File: src/rtl/mem_line_to_word_adapter_if.sv
// Val/rdy message channel used on every side of the line-to-word adapter.
// The master drives msg/val and the slave drives rdy.
interface mem_line_to_word_adapter_if #(
   parameter int unsigned W = 1
);
   logic [W-1:0] msg;
   logic         val;
   logic         rdy;

   modport master (output msg, output val, input rdy);
   modport slave  (input msg, input val, output rdy);
endinterface

File: src/rtl/mem_line_to_word_adapter.sv
// Serialises one cache-line memory request into four word requests and gathers the read words back into a line.
// Define MEM_LINE_ADAPTER_PIPELINE_EN to allow up to four outstanding word requests (BUSY state) instead of strict REQ/WAIT alternation.
module mem_line_to_word_adapter #(
   parameter int unsigned abw = 32,
   parameter int unsigned clw = 128,
   parameter int unsigned dbw = 32,
   parameter int unsigned o   = 8
) (
   input  logic                              clk,
   input  logic                              reset,
   mem_line_to_word_adapter_if.slave         linereq,
   mem_line_to_word_adapter_if.master        lineresp,
   mem_line_to_word_adapter_if.master        wordreq,
   mem_line_to_word_adapter_if.slave         wordresp
);
   localparam int unsigned NW      = 4;
   localparam int unsigned LLW     = $clog2(clw / 8);
   localparam int unsigned WLW     = $clog2(dbw / 8);
   localparam int unsigned WRESP_W = 3 + o + WLW + dbw;
   localparam logic [2:0]  TYPE_WRITE = 3'd1;

`ifdef MEM_LINE_ADAPTER_PIPELINE_EN
   typedef enum logic [1:0] {IDLE, BUSY, RESP} state_t;
`else
   typedef enum logic [1:0] {IDLE, REQ, WAIT, RESP} state_t;
`endif

   state_t                  state_q;
   logic                    lreq_rdy_q, lresp_val_q, wreq_val_q, wresp_rdy_q;
   logic [2:0]              req_cnt_q, resp_cnt_q;
   logic [2:0]              req_cnt_d, resp_cnt_d;
   logic [2:0]              type_q;
   logic [o-1:0]            opq_q;
   logic [abw-1:0]          addr_q;
   logic [NW-1:0][dbw-1:0]  data_q, buf_q, buf_d;

   // Line request fields: {type, opaque, addr, len, data}
   logic [2:0]              lreq_type;
   logic [o-1:0]            lreq_opq;
   logic [abw-1:0]          lreq_addr;
   logic [clw-1:0]          lreq_data;
   logic [dbw-1:0]          wresp_data;
   logic                    unused_fields;

   assign lreq_type  = linereq.msg[clw+LLW+abw+o +: 3];
   assign lreq_opq   = linereq.msg[clw+LLW+abw +: o];
   assign lreq_addr  = linereq.msg[clw+LLW +: abw];
   assign lreq_data  = linereq.msg[clw-1:0];
   assign wresp_data = wordresp.msg[dbw-1:0];
   // Word response type/opaque/len are not checked; the line len field is ignored.
   assign unused_fields = ^{linereq.msg[clw +: LLW], wordresp.msg[WRESP_W-1:dbw]};

   logic                    is_wr;
   logic                    wreq_fire, wresp_fire, lreq_fire, lresp_fire;
   logic [abw-1:0]          word_addr;
   logic [o-1:0]            word_opq;
   logic [dbw-1:0]          word_data;
   logic [clw-1:0]          lresp_data;

   assign is_wr      = (type_q == TYPE_WRITE);
   assign wreq_fire  = wreq_val_q & wordreq.rdy;
   assign wresp_fire = wordresp.val & wresp_rdy_q;
   assign lreq_fire  = linereq.val & lreq_rdy_q;
   assign lresp_fire = lresp_val_q & lineresp.rdy;
   assign req_cnt_d  = req_cnt_q + 3'd1;
   assign resp_cnt_d = resp_cnt_q + 3'd1;

   always_comb begin
      buf_d = buf_q;
      buf_d[resp_cnt_q[1:0]] = wresp_data;
   end

   // Base address has its low 4 bits cleared, so the word offset never carries out of the line.
   assign word_addr  = addr_q + {{(abw-4){1'b0}}, req_cnt_q[1:0], 2'b00};
   assign word_opq   = {{(o-2){1'b0}}, req_cnt_q[1:0]};
   assign word_data  = is_wr ? data_q[req_cnt_q[1:0]] : '0;
   assign lresp_data = is_wr ? '0 : buf_q;

   assign linereq.rdy  = lreq_rdy_q;
   assign lineresp.val = lresp_val_q;
   assign lineresp.msg = {type_q, opq_q, {LLW{1'b0}}, lresp_data};
   assign wordreq.val  = wreq_val_q;
   assign wordreq.msg  = {type_q, word_opq, word_addr, {WLW{1'b0}}, word_data};
   assign wordresp.rdy = wresp_rdy_q;

   always_ff @(posedge clk or posedge reset) begin
      if (reset) begin
         state_q     <= IDLE;
         lreq_rdy_q  <= 1'b1;
         lresp_val_q <= 1'b0;
         wreq_val_q  <= 1'b0;
         wresp_rdy_q <= 1'b1;
         req_cnt_q   <= '0;
         resp_cnt_q  <= '0;
         type_q      <= '0;
         opq_q       <= '0;
         addr_q      <= '0;
         data_q      <= '0;
         buf_q       <= '0;
      end else begin
         case (state_q)
            IDLE: begin
               if (lreq_fire) begin
                  type_q      <= lreq_type;
                  opq_q       <= lreq_opq;
                  addr_q      <= {lreq_addr[abw-1:4], 4'h0};
                  data_q      <= lreq_data;
                  req_cnt_q   <= '0;
                  resp_cnt_q  <= '0;
                  lreq_rdy_q  <= 1'b0;
                  wreq_val_q  <= 1'b1;
`ifdef MEM_LINE_ADAPTER_PIPELINE_EN
                  state_q     <= BUSY;
`else
                  state_q     <= REQ;
                  wresp_rdy_q <= 1'b0;
`endif
               end
            end
`ifdef MEM_LINE_ADAPTER_PIPELINE_EN
            BUSY: begin
               if (wreq_fire) begin
                  req_cnt_q <= req_cnt_d;
                  if (req_cnt_d[2]) wreq_val_q <= 1'b0;
               end
               if (wresp_fire) begin
                  if (!is_wr) buf_q <= buf_d;
                  resp_cnt_q <= resp_cnt_d;
                  if (resp_cnt_d[2]) begin
                     state_q     <= RESP;
                     wresp_rdy_q <= 1'b0;
                     lresp_val_q <= 1'b1;
                  end
               end
            end
`else
            REQ: begin
               if (wreq_fire) begin
                  req_cnt_q   <= req_cnt_d;
                  wreq_val_q  <= 1'b0;
                  wresp_rdy_q <= 1'b1;
                  state_q     <= WAIT;
               end
            end
            WAIT: begin
               if (wresp_fire) begin
                  if (!is_wr) buf_q <= buf_d;
                  resp_cnt_q  <= resp_cnt_d;
                  wresp_rdy_q <= 1'b0;
                  if (resp_cnt_d[2] && req_cnt_q[2]) begin
                     state_q     <= RESP;
                     lresp_val_q <= 1'b1;
                  end else begin
                     state_q    <= REQ;
                     wreq_val_q <= 1'b1;
                  end
               end
            end
`endif
            RESP: begin
               if (lresp_fire) begin
                  state_q     <= IDLE;
                  lresp_val_q <= 1'b0;
                  lreq_rdy_q  <= 1'b1;
                  wresp_rdy_q <= 1'b1;
               end
            end
            default: state_q <= IDLE;
         endcase
      end
   end
endmodule

File: src/flat_wrapper.sv
// flat-port wrapper written by rule: the top's interface ports become plain ports
module mem_line_to_word_adapter_flat 
#(
   parameter int unsigned abw = 32,
   parameter int unsigned clw = 128,
   parameter int unsigned dbw = 32,
   parameter int unsigned o   = 8
)
  (clk, reset, linereq_msg, linereq_val, linereq_rdy, lineresp_msg, lineresp_val, lineresp_rdy, wordreq_msg, wordreq_val, wordreq_rdy, wordresp_msg, wordresp_val, wordresp_rdy);
  mem_line_to_word_adapter_if #(.W((175))) linereq_i ();
  mem_line_to_word_adapter_if #(.W((143))) lineresp_i ();
  mem_line_to_word_adapter_if #(.W((77))) wordreq_i ();
  mem_line_to_word_adapter_if #(.W((45))) wordresp_i ();
  input  logic clk;
  input  logic reset;
  input wire logic [$bits(linereq_i.msg)-1:0] linereq_msg;
  input wire logic [$bits(linereq_i.val)-1:0] linereq_val;
  output wire logic [$bits(linereq_i.rdy)-1:0] linereq_rdy;
  output wire logic [$bits(lineresp_i.msg)-1:0] lineresp_msg;
  output wire logic [$bits(lineresp_i.val)-1:0] lineresp_val;
  input wire logic [$bits(lineresp_i.rdy)-1:0] lineresp_rdy;
  output wire logic [$bits(wordreq_i.msg)-1:0] wordreq_msg;
  output wire logic [$bits(wordreq_i.val)-1:0] wordreq_val;
  input wire logic [$bits(wordreq_i.rdy)-1:0] wordreq_rdy;
  input wire logic [$bits(wordresp_i.msg)-1:0] wordresp_msg;
  input wire logic [$bits(wordresp_i.val)-1:0] wordresp_val;
  output wire logic [$bits(wordresp_i.rdy)-1:0] wordresp_rdy;
  assign linereq_i.msg = linereq_msg;
  assign linereq_i.val = linereq_val;
  assign linereq_rdy = linereq_i.rdy;
  assign lineresp_msg = lineresp_i.msg;
  assign lineresp_val = lineresp_i.val;
  assign lineresp_i.rdy = lineresp_rdy;
  assign wordreq_msg = wordreq_i.msg;
  assign wordreq_val = wordreq_i.val;
  assign wordreq_i.rdy = wordreq_rdy;
  assign wordresp_i.msg = wordresp_msg;
  assign wordresp_i.val = wordresp_val;
  assign wordresp_rdy = wordresp_i.rdy;
  mem_line_to_word_adapter #(.abw(abw), .clw(clw), .dbw(dbw), .o(o)) u_core (.clk(clk), .reset(reset), .linereq(linereq_i), .lineresp(lineresp_i), .wordreq(wordreq_i), .wordresp(wordresp_i));
endmodule
File: config.mk
export PLATFORM = sky130hd
export DESIGN_NAME = mem_line_to_word_adapter_flat
export DESIGN_NICKNAME = d
export VERILOG_FILES = /design/src/rtl/mem_line_to_word_adapter_if.sv /design/src/rtl/mem_line_to_word_adapter.sv /design/src/flat_wrapper.sv
export SDC_FILE = /design/constraint.sdc
export NUM_CORES = 1
export LEC_CHECK = 0
export BUFFER_PORTS_ARGS = -buffer_cell sky130_fd_sc_hd__buf_2
export CAP_MARGIN = 0
export CORE_AREA = 2 2 172 174
export CTS_CLUSTER_SIZE = 25
export DETAILED_ROUTE_END_ITERATION = 12
export DIE_AREA = 0 0 174 176
export PLACE_DENSITY = 0.78
export SETUP_SLACK_MARGIN = 0.4
export SLEW_MARGIN = 25
export SYNTH_ARGS = -nofsm -noshare
export SYNTH_HDL_FRONTEND = slang
export SYNTH_SLANG_ARGS = --single-unit
File: constraint.sdc
create_clock -name clk -period 12.1 [get_ports clk]
set_input_delay 2.42 -clock clk [delete_from_list [all_inputs] [get_ports clk]]
set_output_delay 2.42 -clock clk [all_outputs]
set_load 0.01 [all_outputs]
* Yosys cells after proc, flatten, opt, wreduce, memory -nomap -nowiden
Cells that the tools add are included.
Operators by class: $add $sub $neg 3, magnitude comparators 3, equality and inequality tests 10, muxes and demuxes 33, bitwise gates (word level) 5, reduce and logical (&&, ||, !) cells 16
Operators with widths (count):
- bitwise mux 128 bit | 1
- 2-to-1 mux 128 bit | 1
- 2-to-1 mux 32 bit | 3
- binary-select mux 32 bit (select 2 bit) | 1
- demux 32 bit (select 2 bit) | 1
- adder 32 x 4 -> 32 bit | 1
- one-hot mux 3 bit (2 select lines) | 2
- AND reduction 3 bit | 4
- 2-to-1 mux 1 bit | 11
- 2-to-1 mux 2 bit | 5
- inequality test 2 x 1 -> 1 bit, second input constant | 5
- 2-to-1 mux 3 bit | 3
- one-hot mux 2 bit (4 select lines) | 1
- AND reduction 4 bit | 2
- nonzero test 2 bit | 4
- adder 3 x 1 -> 3 bit, second input constant | 2
- less-than comparator 2 x 3 -> 1 bit, second input constant | 2
- AND reduction 5 bit | 1
- bitwise AND 1 bit | 4
- == test 2 bit, second input constant | 2
- one-hot mux 1 bit (2 select lines) | 2
- one-hot mux 1 bit (4 select lines) | 1
- == test 3 x 1 -> 1 bit, second input constant | 1
- one-hot mux 1 bit (3 select lines) | 1
- other kinds (8) | 9
Word-level totals: bits in registers 307, input port bits 226, output and inout bits 224, logic and storage cells 88

* Longest topological paths before layout
Gate-level depths: netlist (run 1).
word-level depth 5, mapped depth 6

* Worst setup path after synthesis (run 1)
OpenSTA, ideal clock, no wires.
path kind register to output, start point register u_core.req_cnt_q[0], end point output wordreq_msg[13], arrival 1.502 ns, data required time 9.680 ns, path slack 8.178 ns, cell stages (with the launch flop) 5, cell sequence dfrtp_1 buf_2 buf_4 mux4_2 nor2b_1
Between the ends: cells in the longest elaborated chain, start to end 3
Ends and longest elaborated chain:
- start: declaration | line mem_line_to_word_adapter.sv:30 | logic [2:0] req_cnt_q, resp_cnt_q;
- start signal: assignment | line mem_line_to_word_adapter.sv:139 | req_cnt_q <= req_cnt_d;
- binary-select mux 32 bit (select 2 bit) | line mem_line_to_word_adapter.sv:76 | assign word_data = is_wr ? data_q[req_cnt_q[1:0]] : '0;
- 2-to-1 mux 32 bit (not written as such) | line mem_line_to_word_adapter.sv:76
- 2-to-1 mux 32 bit | line mem_line_to_word_adapter.sv:76
- end: declaration | line flat_wrapper.sv:22 | output wire logic [$bits(wordreq_i.msg)-1:0] wordreq_msg;
No other way between the ends. The select of a mux whose other input is x is not followed.

* Final worst setup path (run 1)
start point register u_core.type_q[0], end point output lineresp_msg[65]
Between the ends: cells in the longest elaborated chain, start to end 2
Ends and longest elaborated chain:
- start: declaration | line mem_line_to_word_adapter.sv:32 | logic [2:0] type_q;
- start signal: assignment | line mem_line_to_word_adapter.sv:104 | type_q <= lreq_type;
- == test 3 x 1 -> 1 bit | line mem_line_to_word_adapter.sv:60 | assign is_wr = (type_q == TYPE_WRITE);
- 2-to-1 mux 128 bit | line mem_line_to_word_adapter.sv:77 | assign lresp_data = is_wr ? '0 : buf_q;
- end: declaration | line flat_wrapper.sv:19 | output wire logic [$bits(lineresp_i.msg)-1:0] lineresp_msg;
No other way between the ends.

==> reports/metrics.cfg, run 1 <==
[status]
outcome = finished clean

[layout]
final_net_count = 1894
layout_commonest_cell = nand2_1
area_delta_synth_final_pct = 22.3
instances_no_fill = 2077
drive_gt1_share_pct = 38.4
fillers = 2328
final_area_sq_um = 17500
final_cell_mix = nand2_1 (505), buf_2 (414), dfrtp_1 (303), and2_1 (128), mux2_4 (120)

[critical_path]
rr_worst_depth = 4
worstSetupPathType = register to primary output
cp.required_ns = 9.68
setup.worst_path.end_class = primary output
reg2reg_from = u_core.type_q[0]$_DFFE_PP0P_
cp.arrival_ns = 2.69
cp_max_fo = 132
cp-start-kind = register
setup.worst_path.start = u_core.type_q[0]$_DFFE_PP0P_
rr_endpoint = u_core.buf_q[36]$_DFFE_PP0P_
reg2reg_slack_ns = 8.97

[timing]
finalCritPeriodShare_pct = 42.2
finalSetupTns_ns = 0
hold_ws_ns = 0.467
setup_violations = 0
worstMarginPinSlew_ns = 0.944
slew_headroom_pct = 36.9
skew_ns = 0.0167
rsz0062_at_grt = no
drv_slew = 0
hold_violations = 0
max_freq_mhz = 196
period_needed_ns = 5.11

[synthesis]
async_reset_ff_share_pct = 100
synthTopCellsByArea = dfrtp_1 (53%), nand2_1 (13%), mux2_4 (13%), and2_1 (5.6%), mux4_2 (5.0%)
avgSynthCellArea_sq_um = 11.1
synthCells = 1291
ys_seq_area_share_pct = 53.8
yosysTopAreaCell = dfrtp_1
synth-seq-cells = 307
synth-edff-count = 0
synth_top_area_share_pct = 53.5
synth_cell_types = 38
ys.flop_type = dfrtp_1
netlist_area_sq_um = 14300
ys_warn_count = 0

[job]
drv_cap = 0

[routing]
wl_mm = 35.8
first_iter_violations = 628
wl_per_cell_microns = 17.2
firstDrtPassIters = 4
drtAntennaViolNets = 0
drcViolationCount = 0
avgViaCountPerCell = 5.00
vias = 10400

[global_route]
antenna_found_initial = 8
grt-ovfl-total = 0
grt_pass1_wl_mm = 57.0
track_usage_pct = 23.2
grt_start_max_net_pins = 133
grt_pass1_vias = 10800

[clocking]
post_cts_resized = 0
cts_sinks = 307
cts_made_buffers = 34
clk_latency_ns = 0.50
cts.path.max_buffers = 3
cts_hold_buf = 0
clkTransAtPathRegs_ns = 0.06
clockRootBuffer = clkbuf_16
htreeDepth = 2
cts_tree = built
postCtsSetupRepairBufs = 0

[floorplanning]
core-area_sq_um = 28500
num_rows = 62
die_area_sq_um = 30600
die_width_microns = 174
start_util_pct = 50.0
die_height_microns = 176
ios = 450

[placed_design]
io_buffers = 414
dpl_cell_area_sq_um = 16300
place_inst = 2011
dp_hpwl_mm = 23.7
globalplace.congestion = 0.805

[worst_hold_path]
min_path_type = register to register
min_to = u_core.opq_q[4]$_DFFE_PP0P_
min_from = u_core.opq_q[4]$_DFFE_PP0P_
hold_depth = 2

[power_and_ir_drop]
power_density_nw_per_um2 = 255
cellLeakagePower_uw = 0.00982
vdd_ir_drop_max_mv = 0.158

## registers in the layout (all words and copies together), names as in the netlist
name / flops
u_core.addr_q: 28
u_core.buf_q: 128
u_core.data_q: 128
u_core.linereq.rdy: 1
u_core.lineresp.val: 1
u_core.opq_q: 8
u_core.req_cnt_q: 3
u_core.resp_cnt_q: 3
u_core.state_q: 2
u_core.type_q: 3
u_core.wordreq.val: 1
u_core.wordresp.rdy: 1
## Yosys cell counts (5+ instances only)
library cell / number
inv_1: 6
buf_8: 9
nor2b_1: 33
ha_1: 5
and2_1: 128
mux2_2: 8
dfrtp_1: 305
buf_6: 5
nand2_1: 505
o21ai_0: 9
clkbuf_1: 38
mux4_2: 32
buf_4: 26
a21oi_1: 7
mux2_4: 120
buf_2: 20
## metrics by stage
stage          setup slack (ns)  power, uW  util, %
6_report                   6.99       4440     61.2
4_1_cts                    6.71       4480     61.0
2_1_floorplan              1.20       2900        -
5_1_grt                    6.81       4730     61.1
3_5_place_dp               7.16       3440     57.2
3_3_place_gp               7.16       3370     57.2
## final cells by class
class / instances / area, sq um / area share [%]
sequential: 307 / 7690 / 44.0
multi-input combinational: 891 / 6000 / 34.4
timing repair buffer: 423 / 2150 / 12.3
clock buffer: 49 / 998 / 5.72
tap: 384 / 480 / 2.75
clock inverter: 11 / 92.6 / 0.530
inverter: 6 / 30.0 / 0.172
antenna: 6 / 15.0 / 0.0860
## kinds of logic after synthesis
| group | count (synthesis) | share of synthesized area [%] |
|---|---|---|
| buffers and inverters | 106 | 4.62 |
| xor gates and xnor gates | 1 | 0.0614 |
| other | 1 | 0.0263 |
| adders and majority gates | 5 | 0.438 |
| AOI/OAI and AO/OA | 22 | 0.894 |
| muxes | 163 | 18.5 |
| and+or+nand+nor | 686 | 21.6 |
| DFF | 307 | 53.8 |
## power breakdown
| group | internal [uW] | switching [uW] | total [uW] |
|---|---|---|---|
| sequential | 1480 | 264 | 1750 |
| combinational | 879 | 810 | 1690 |
| clock | 597 | 409 | 1010 |
| total | 2960 | 1480 | 4440 |
## layer usage
| layer | vias up | part of all wire, % | GRT usage (%) | routed length [microns] |
|---|---|---|---|---|
| met5 | - | 0.045 | 0 | 16 |
| met4 | 2 | 3.2 | 8.30 | 1130 |
| met3 | 79 | 7.6 | 6.44 | 2720 |
| met2 | 383 | 49 | 39.2 | 17400 |
| met1 | 5060 | 41 | 28.7 | 14500 |
| li1 | 4852 | - | - | - |
## worst max-delay path: stages, from the launching register on
cell	delay [ns]
dfrtp_1	0.41
or3b_4	0.60
buf_6	0.64
and2_1	0.25
buf_2	0.16
## worst max path at each step
stage | to | slack (ns)
2_1_floorplan | u_core.addr_q[10]$_DFFE_PP0P_ | 1.20
3_3_place_gp | u_core.addr_q[25]$_DFFE_PP0P_ | 7.16
3_5_place_dp | u_core.data_q[66]$_DFFE_PP0P_ | 7.16
4_1_cts | lineresp_msg[65] | 6.71
5_1_grt | lineresp_msg[106] | 6.81
6_report | lineresp_msg[65] | 6.99
Note: power is estimated with default switching activity, not from simulation.
==> inputs of run 2 (changes only) <==
CORE_AREA = default   (was 2 2 172 174)
CORE_MARGIN = 1   (was default)
CORE_UTILIZATION = 47   (was default)
DIE_AREA = default   (was 0 0 174 176)
PLACE_DENSITY = 0.77   (was 0.78)
clock period = 4.3 ns   (was 12.1 ns; I/O delays follow)
==> reports/metrics.cfg, run 2 (synthesized netlist as in run 1, its figures left out) <==
[critical_path]
max_stage_delay_ns = 0.83
critPathTopFamily = flip-flops
cp_num_buf_inv = 2
rr_endpoint = u_core.buf_q[74]$_DFFE_PP0P_
reg2reg_slack_ns = 1.44
crit_path_top_delay_cell = dfrtp_2
setup.worst_path.end = wordreq_msg[27]
rr_worst_depth = 4
crit_chain = buf_4 -> mux4_2 -> nor2b_1 -> buf_2
setup.worst_path.end_class = primary output
setup.worst_path.start = u_core.req_cnt_q[0]$_DFFE_PP0P_
cp.required_ns = 3.44
cp-start-kind = register
cp.depth = 4
cp.arrival_ns = 2.57
worstSetupPathType = register to primary output
cp_max_fo = 24
reg2reg_from = u_core.type_q[0]$_DFFE_PP0P_

[clocking]
cts_hold_buf = 0
post_cts_resized = 0
clockRootBuffer = clkbuf_16
cts_tree = built
clkTransAtPathRegs_ns = 0.06
postCtsSetupRepairBufs = 0
htreeDepth = 2
cts.path.max_buffers = 3
cts_sinks = 307
clk_latency_ns = 0.51
cts_made_buffers = 35

[routing]
first_iter_violations = 469
wl_mm = 35.7
vias = 10400
avgViaCountPerCell = 4.96
wl_per_cell_microns = 17.1
drtAntennaViolNets = 0
firstDrtPassIters = 5
drcViolationCount = 0

[timing]
finalCritPeriodShare_pct = 79.7
hold_ws_ns = 0.469
hold_violations = 0
period_needed_ns = 3.43
skew_ns = 0.0138
setup_violations = 0
drv_slew = 0
slew_headroom_pct = 44.3
finalSetupTns_ns = 0
rsz0062_at_grt = no
worstMarginPinSlew_ns = 0.833
max_freq_mhz = 292

[floorplanning]
core-area_sq_um = 29800
die_area_sq_um = 31100
die_width_microns = 176
die_height_microns = 176
start_util_pct = 47.9
num_rows = 63
ios = 450

[layout]
drive_gt1_share_pct = 39.1
final_net_count = 1901
layout_commonest_cell = nand2_1
reg.largest.list = u_core.buf_q (128), u_core.data_q (128), u_core.addr_q (28)
area_delta_synth_final_pct = 24.1
utilization_pct = 59.5
fillers = 2499
final_cell_mix = nand2_1 (505), buf_2 (414), dfrtp_1 (303), and2_1 (128), mux2_4 (120)

[global_route]
grt_pass1_wl_mm = 56.5
grt_pass1_vias = 10700
grt-ovfl-total = 0
grt_start_max_net_pins = 149
antenna_found_initial = 8
track_usage_pct = 22.9

[status]
outcome = finished clean

[power_and_ir_drop]
vdd_ir_drop_max_mv = 0.400
power_density_nw_per_um2 = 726
cellLeakagePower_uw = 0.00995

[placed_design]
globalplace.congestion = 0.831
dp_hpwl_mm = 23.9
io_buffers = 414

[job]
drv_cap = 0

[worst_hold_path]
min_path_type = register to register

==> run 2: worst register-to-register path, stage by stage, from the launching register on <==
cell and delay, ns:
dfrtp_1 0.41, or3b_4 0.60, buf_12 0.46, nand3_4 0.70
mux2_4 0.57
==> run 2: layout make-up <==
cell class | count | area, sq um | area share (%)
Sequential cell | 307 | 7690 | 43.4
Multi-Input combinational cell | 891 | 6000 | 33.9
Timing Repair Buffer | 429 | 2260 | 12.8
Clock buffer | 48 | 1050 | 5.90
Tap cell | 390 | 488 | 2.75
Clock inverter | 16 | 203 | 1.14
Inverter | 6 | 26.3 | 0.148
Antenna cell | 3 | 7.51 | 0.0424
==> run 2: report_power, final <==
group          leakage [uW]  internal, uW  switching (uW)  total (uW)
registers           0.00391          4180             862        5040
clock network      0.000625          1950            1200        3160
logic               0.00541          2500            2160        4670
==> run 2: metal layers <==
metal / up-vias / GRT usage (%) / wire [microns]
met1: 5042 / 27.4 / 14100
met4: 10 / 8.04 / 936
met2: 377 / 39.0 / 17400
met3: 73 / 6.85 / 3170
met5: - / 0 / 57
li1: 4860 / - / -
==> run 2: worst min path at each step <==
stage	start	endpoint	slack, ns	cells past startpoint
finish	u_core.data_q[22]$_DFFE_PP0P_	u_core.data_q[22]$_DFFE_PP0P_	0.47	2
global route	u_core.data_q[127]$_DFFE_PP0P_	u_core.data_q[127]$_DFFE_PP0P_	0.48	2
CTS	u_core.opq_q[0]$_DFFE_PP0P_	u_core.opq_q[0]$_DFFE_PP0P_	0.47	2
detailed placement	u_core.opq_q[0]$_DFFE_PP0P_	u_core.opq_q[0]$_DFFE_PP0P_	0.46	2
global placement	u_core.data_q[82]$_DFFE_PP0P_	u_core.data_q[82]$_DFFE_PP0P_	0.45	2
floorplan	u_core.data_q[32]$_DFFE_PP0P_	u_core.data_q[32]$_DFFE_PP0P_	0.44	2
==> run 2: through the flow <==
| stage | cell area [sq um] | std cells | total power (uW) | setup slack [ns] |
|---|---|---|---|---|
| after global placement | 16500 | 2023 | 9540 | 1.36 |
| after floorplan | 14300 | 1304 | 8150 | -0.643 |
| after detailed placement | 16500 | 2023 | 9740 | 1.38 |
| after CTS | 17700 | 2087 | 13000 | 0.805 |
| final | 17700 | 2090 | 12900 | 0.871 |
| after global routing | 17700 | 2088 | 13700 | 0.709 |
==> inputs of run 3 (changes only) <==
ABC_AREA = 1   (was default)
CORE_UTILIZATION = 46   (was 47)
PLACE_DENSITY = 0.76   (was 0.77)
clock period = 2.96 ns   (was 4.3 ns; I/O delays follow)
==> reports/metrics.cfg, run 3 <==
[power_and_ir_drop]
netSwitchingPower_uw = 1840
power_density_nw_per_um2 = 491
power_frac_comb_pct = 3.1
p_sw_share_pct = 21.5
cellLeakagePower_uw = 0.0107
p_int_uw = 6700
seqPwrFrac_pct = 49.2
power.share.clock_pct = 47.7
vdd_ir_drop_max_mv = 0.384

[status]
outcome = finished clean

[routing]
wl_mm = 38.4
firstDrtPassIters = 5
drcViolationCount = 0
wl_per_cell_microns = 15.3
vias = 12400
drtAntennaViolNets = 0
avgViaCountPerCell = 4.92
first_iter_violations = 925

[floorplanning]
num_rows = 62
die_area_sq_um = 30600
core-area_sq_um = 29100
ios = 450
die_height_microns = 175
start_util_pct = 47.3
die_width_microns = 175

[placed_design]
globalplace.congestion = 0.899
dp_hpwl_mm = 25.0
io_buffers = 414

[synthesis]
synthCells = 1715
synth-seq-cells = 307
yosysTopAreaCell = dfrtp_1
netlist_area_sq_um = 13800
avgSynthCellArea_sq_um = 8.02
synth_common_cells = nand2_1 (688), dfrtp_1 (305), inv_1 (236)
ys.flop_type = dfrtp_1
ys_seq_area_share_pct = 55.8
async_reset_ff_share_pct = 100
ys_warn_count = 0
synth_top_area_share_pct = 55.5
synth-edff-count = 0
synthTopCellsByArea = dfrtp_1 (55%), nand2_1 (19%), o21ai_0 (8.0%), inv_1 (6.4%), a21oi_1 (2.3%)
yosysMostFrequentCell = nand2_1
synth_cell_types = 26

[timing]
drv_slew = 0
max_freq_mhz = 390
finalCritPeriodShare_pct = 86.6
worstMarginPinSlew_ns = 0.859
slew_headroom_pct = 42.7
hold_violations = 0
finalSetupTns_ns = 0
rsz0062_at_grt = yes
skew_ns = 0.0203
setup_violations = 0
period_needed_ns = 2.56

[global_route]
grt_start_max_net_pins = 94
track_usage_pct = 24.4
grt_pass1_wl_mm = 60.4
antenna_found_initial = 8
grt_pass1_vias = 12100
grt-ovfl-total = 0

[clocking]
cts_made_buffers = 34
cts_tree = built
htreeDepth = 2
clk_latency_ns = 0.50
cts_sinks = 307
clockRootBuffer = clkbuf_16
cts.path.max_buffers = 3
clkTransAtPathRegs_ns = 0.06

[layout]
final_net_count = 2326
layout_commonest_cell = nand2_1
reg.largest.list = u_core.buf_q (128), u_core.data_q (128), u_core.addr_q (28)
final_cell_mix = nand2_1 (688), buf_2 (414), dfrtp_1 (303), inv_1 (235), o21ai_0 (215)
utilization_pct = 59.7
seq_area_sq_um = 7690
fillers = 2627
multiInputGateArea_sq_um = 4650
area_delta_synth_final_pct = 26.3
drive_gt1_share_pct = 24.8

[critical_path]
crit_path_top_delay_cell = dfrtp_4
cp.required_ns = 2.37
cp-start-kind = register
cp_num_buf_inv = 3
worstSetupPathType = register to primary output
crit_top_cell = nor2_1
reg2reg_from = u_core.state_q[0]$_DFFE_PP0P_
crit_chain = buf_4 -> buf_6 -> nor2_1 -> nor2_1 -> o21ai_0 -> a21oi_1 -> buf_2
cp.depth = 7
cp_max_fo = 16
max_stage_delay_ns = 0.42
rr_endpoint = u_core.data_q[58]$_DFFE_PP0P_
setup.worst_path.end = wordreq_msg[31]
setup.worst_path.end_class = primary output
setup.worst_path.start = u_core.req_cnt_q[0]$_DFFE_PP0P_
reg2reg_slack_ns = 0.58
critPathTopFamily = buffers and inverters
rr_worst_depth = 6
cp.arrival_ns = 1.97

[job]
drv_cap = 0

[worst_hold_path]
min_path_type = primary input to async pin

==> run 3: area by class of cell <==
type	instances	share of cell area (%)
multi-input cells	1063	26.8
diodes	10	0.144
clock buffers	43	5.33
inverters	238	5.22
clock inverters	15	0.792
repair buffers	451	14.7
well taps	384	2.76
flip-flops and latches	307	44.3
==> run 3: worst min-delay path by stage <==
stage | startpoint | end | slack [ns] | cells past startpoint
final | reset | u_core.data_q[124]$_DFFE_PP0P_ | 0.13 | 2
after detailed placement | u_core.data_q[12]$_DFFE_PP0P_ | u_core.data_q[12]$_DFFE_PP0P_ | 0.46 | 2
after floorplan | u_core.data_q[0]$_DFFE_PP0P_ | u_core.data_q[0]$_DFFE_PP0P_ | 0.44 | 2
after CTS | reset | u_core.data_q[124]$_DFFE_PP0P_ | 0.13 | 2
after global routing | reset | u_core.data_q[124]$_DFFE_PP0P_ | 0.14 | 2
after global placement | u_core.data_q[22]$_DFFE_PP0P_ | u_core.data_q[22]$_DFFE_PP0P_ | 0.46 | 2
==> run 3: what timing repair did <==
item / CTS / global route
pin swaps: 0 / 6
setup endpoints to repair: 154 / 107
resized for setup: 0 / 15
gates cloned: 0 / 3
hold buffers: 0 / 0
buffers inserted: 4 / 7
==> run 3: logic make-up (layout without fill, tap and decap cells) <==
logic type | Yosys count | after routing | share of synthesized area, %
xor+xnor | 1 | 1 | 0.0637
other cells | 1 | 24 | 0.0273
buf+inv | 358 | 747 | 11.0
simple gates | 718 | 718 | 20.2
fa+ha+maj | 5 | 5 | 0.455
compound gates | 325 | 325 | 12.4
flops | 307 | 307 | 55.8
==> run 3: per-stage QoR <==
stage	std cells	hold WS, ns	cell area (sq um)	total power, uW	setup slack [ns]
2_1_floorplan	1728	0.444	13800	4380	-1.72
3_3_place_gp	2429	0.457	16000	4540	0.633
3_5_place_dp	2429	0.460	16000	4550	0.604
4_1_cts	2491	0.129	17200	8640	0.405
5_1_grt	2510	0.138	17400	8840	0.323
6_report	2511	0.129	17400	8540	0.397
==> run 3: power by group through the flow <==
stage / sequential, uW / combinational, uW / clock, uW
after CTS: 4200 / 275 / 4170
after detailed placement: 4270 / 273 / 0
after global placement: 4270 / 271 / 0
after floorplan: 4280 / 99.4 / 0
after global routing: 4190 / 303 / 4340
final: 4200 / 268 / 4070
==> run 3: metal layers <==
metal | GRT usage [%] | wire [microns] | vias to the layer above
met5 | 0 | 0 | -
met4 | 11.1 | 1550 | 0
met3 | 5.00 | 2660 | 104
met2 | 39.5 | 18300 | 500
met1 | 31.6 | 15900 | 5770
li1 | - | - | 5992
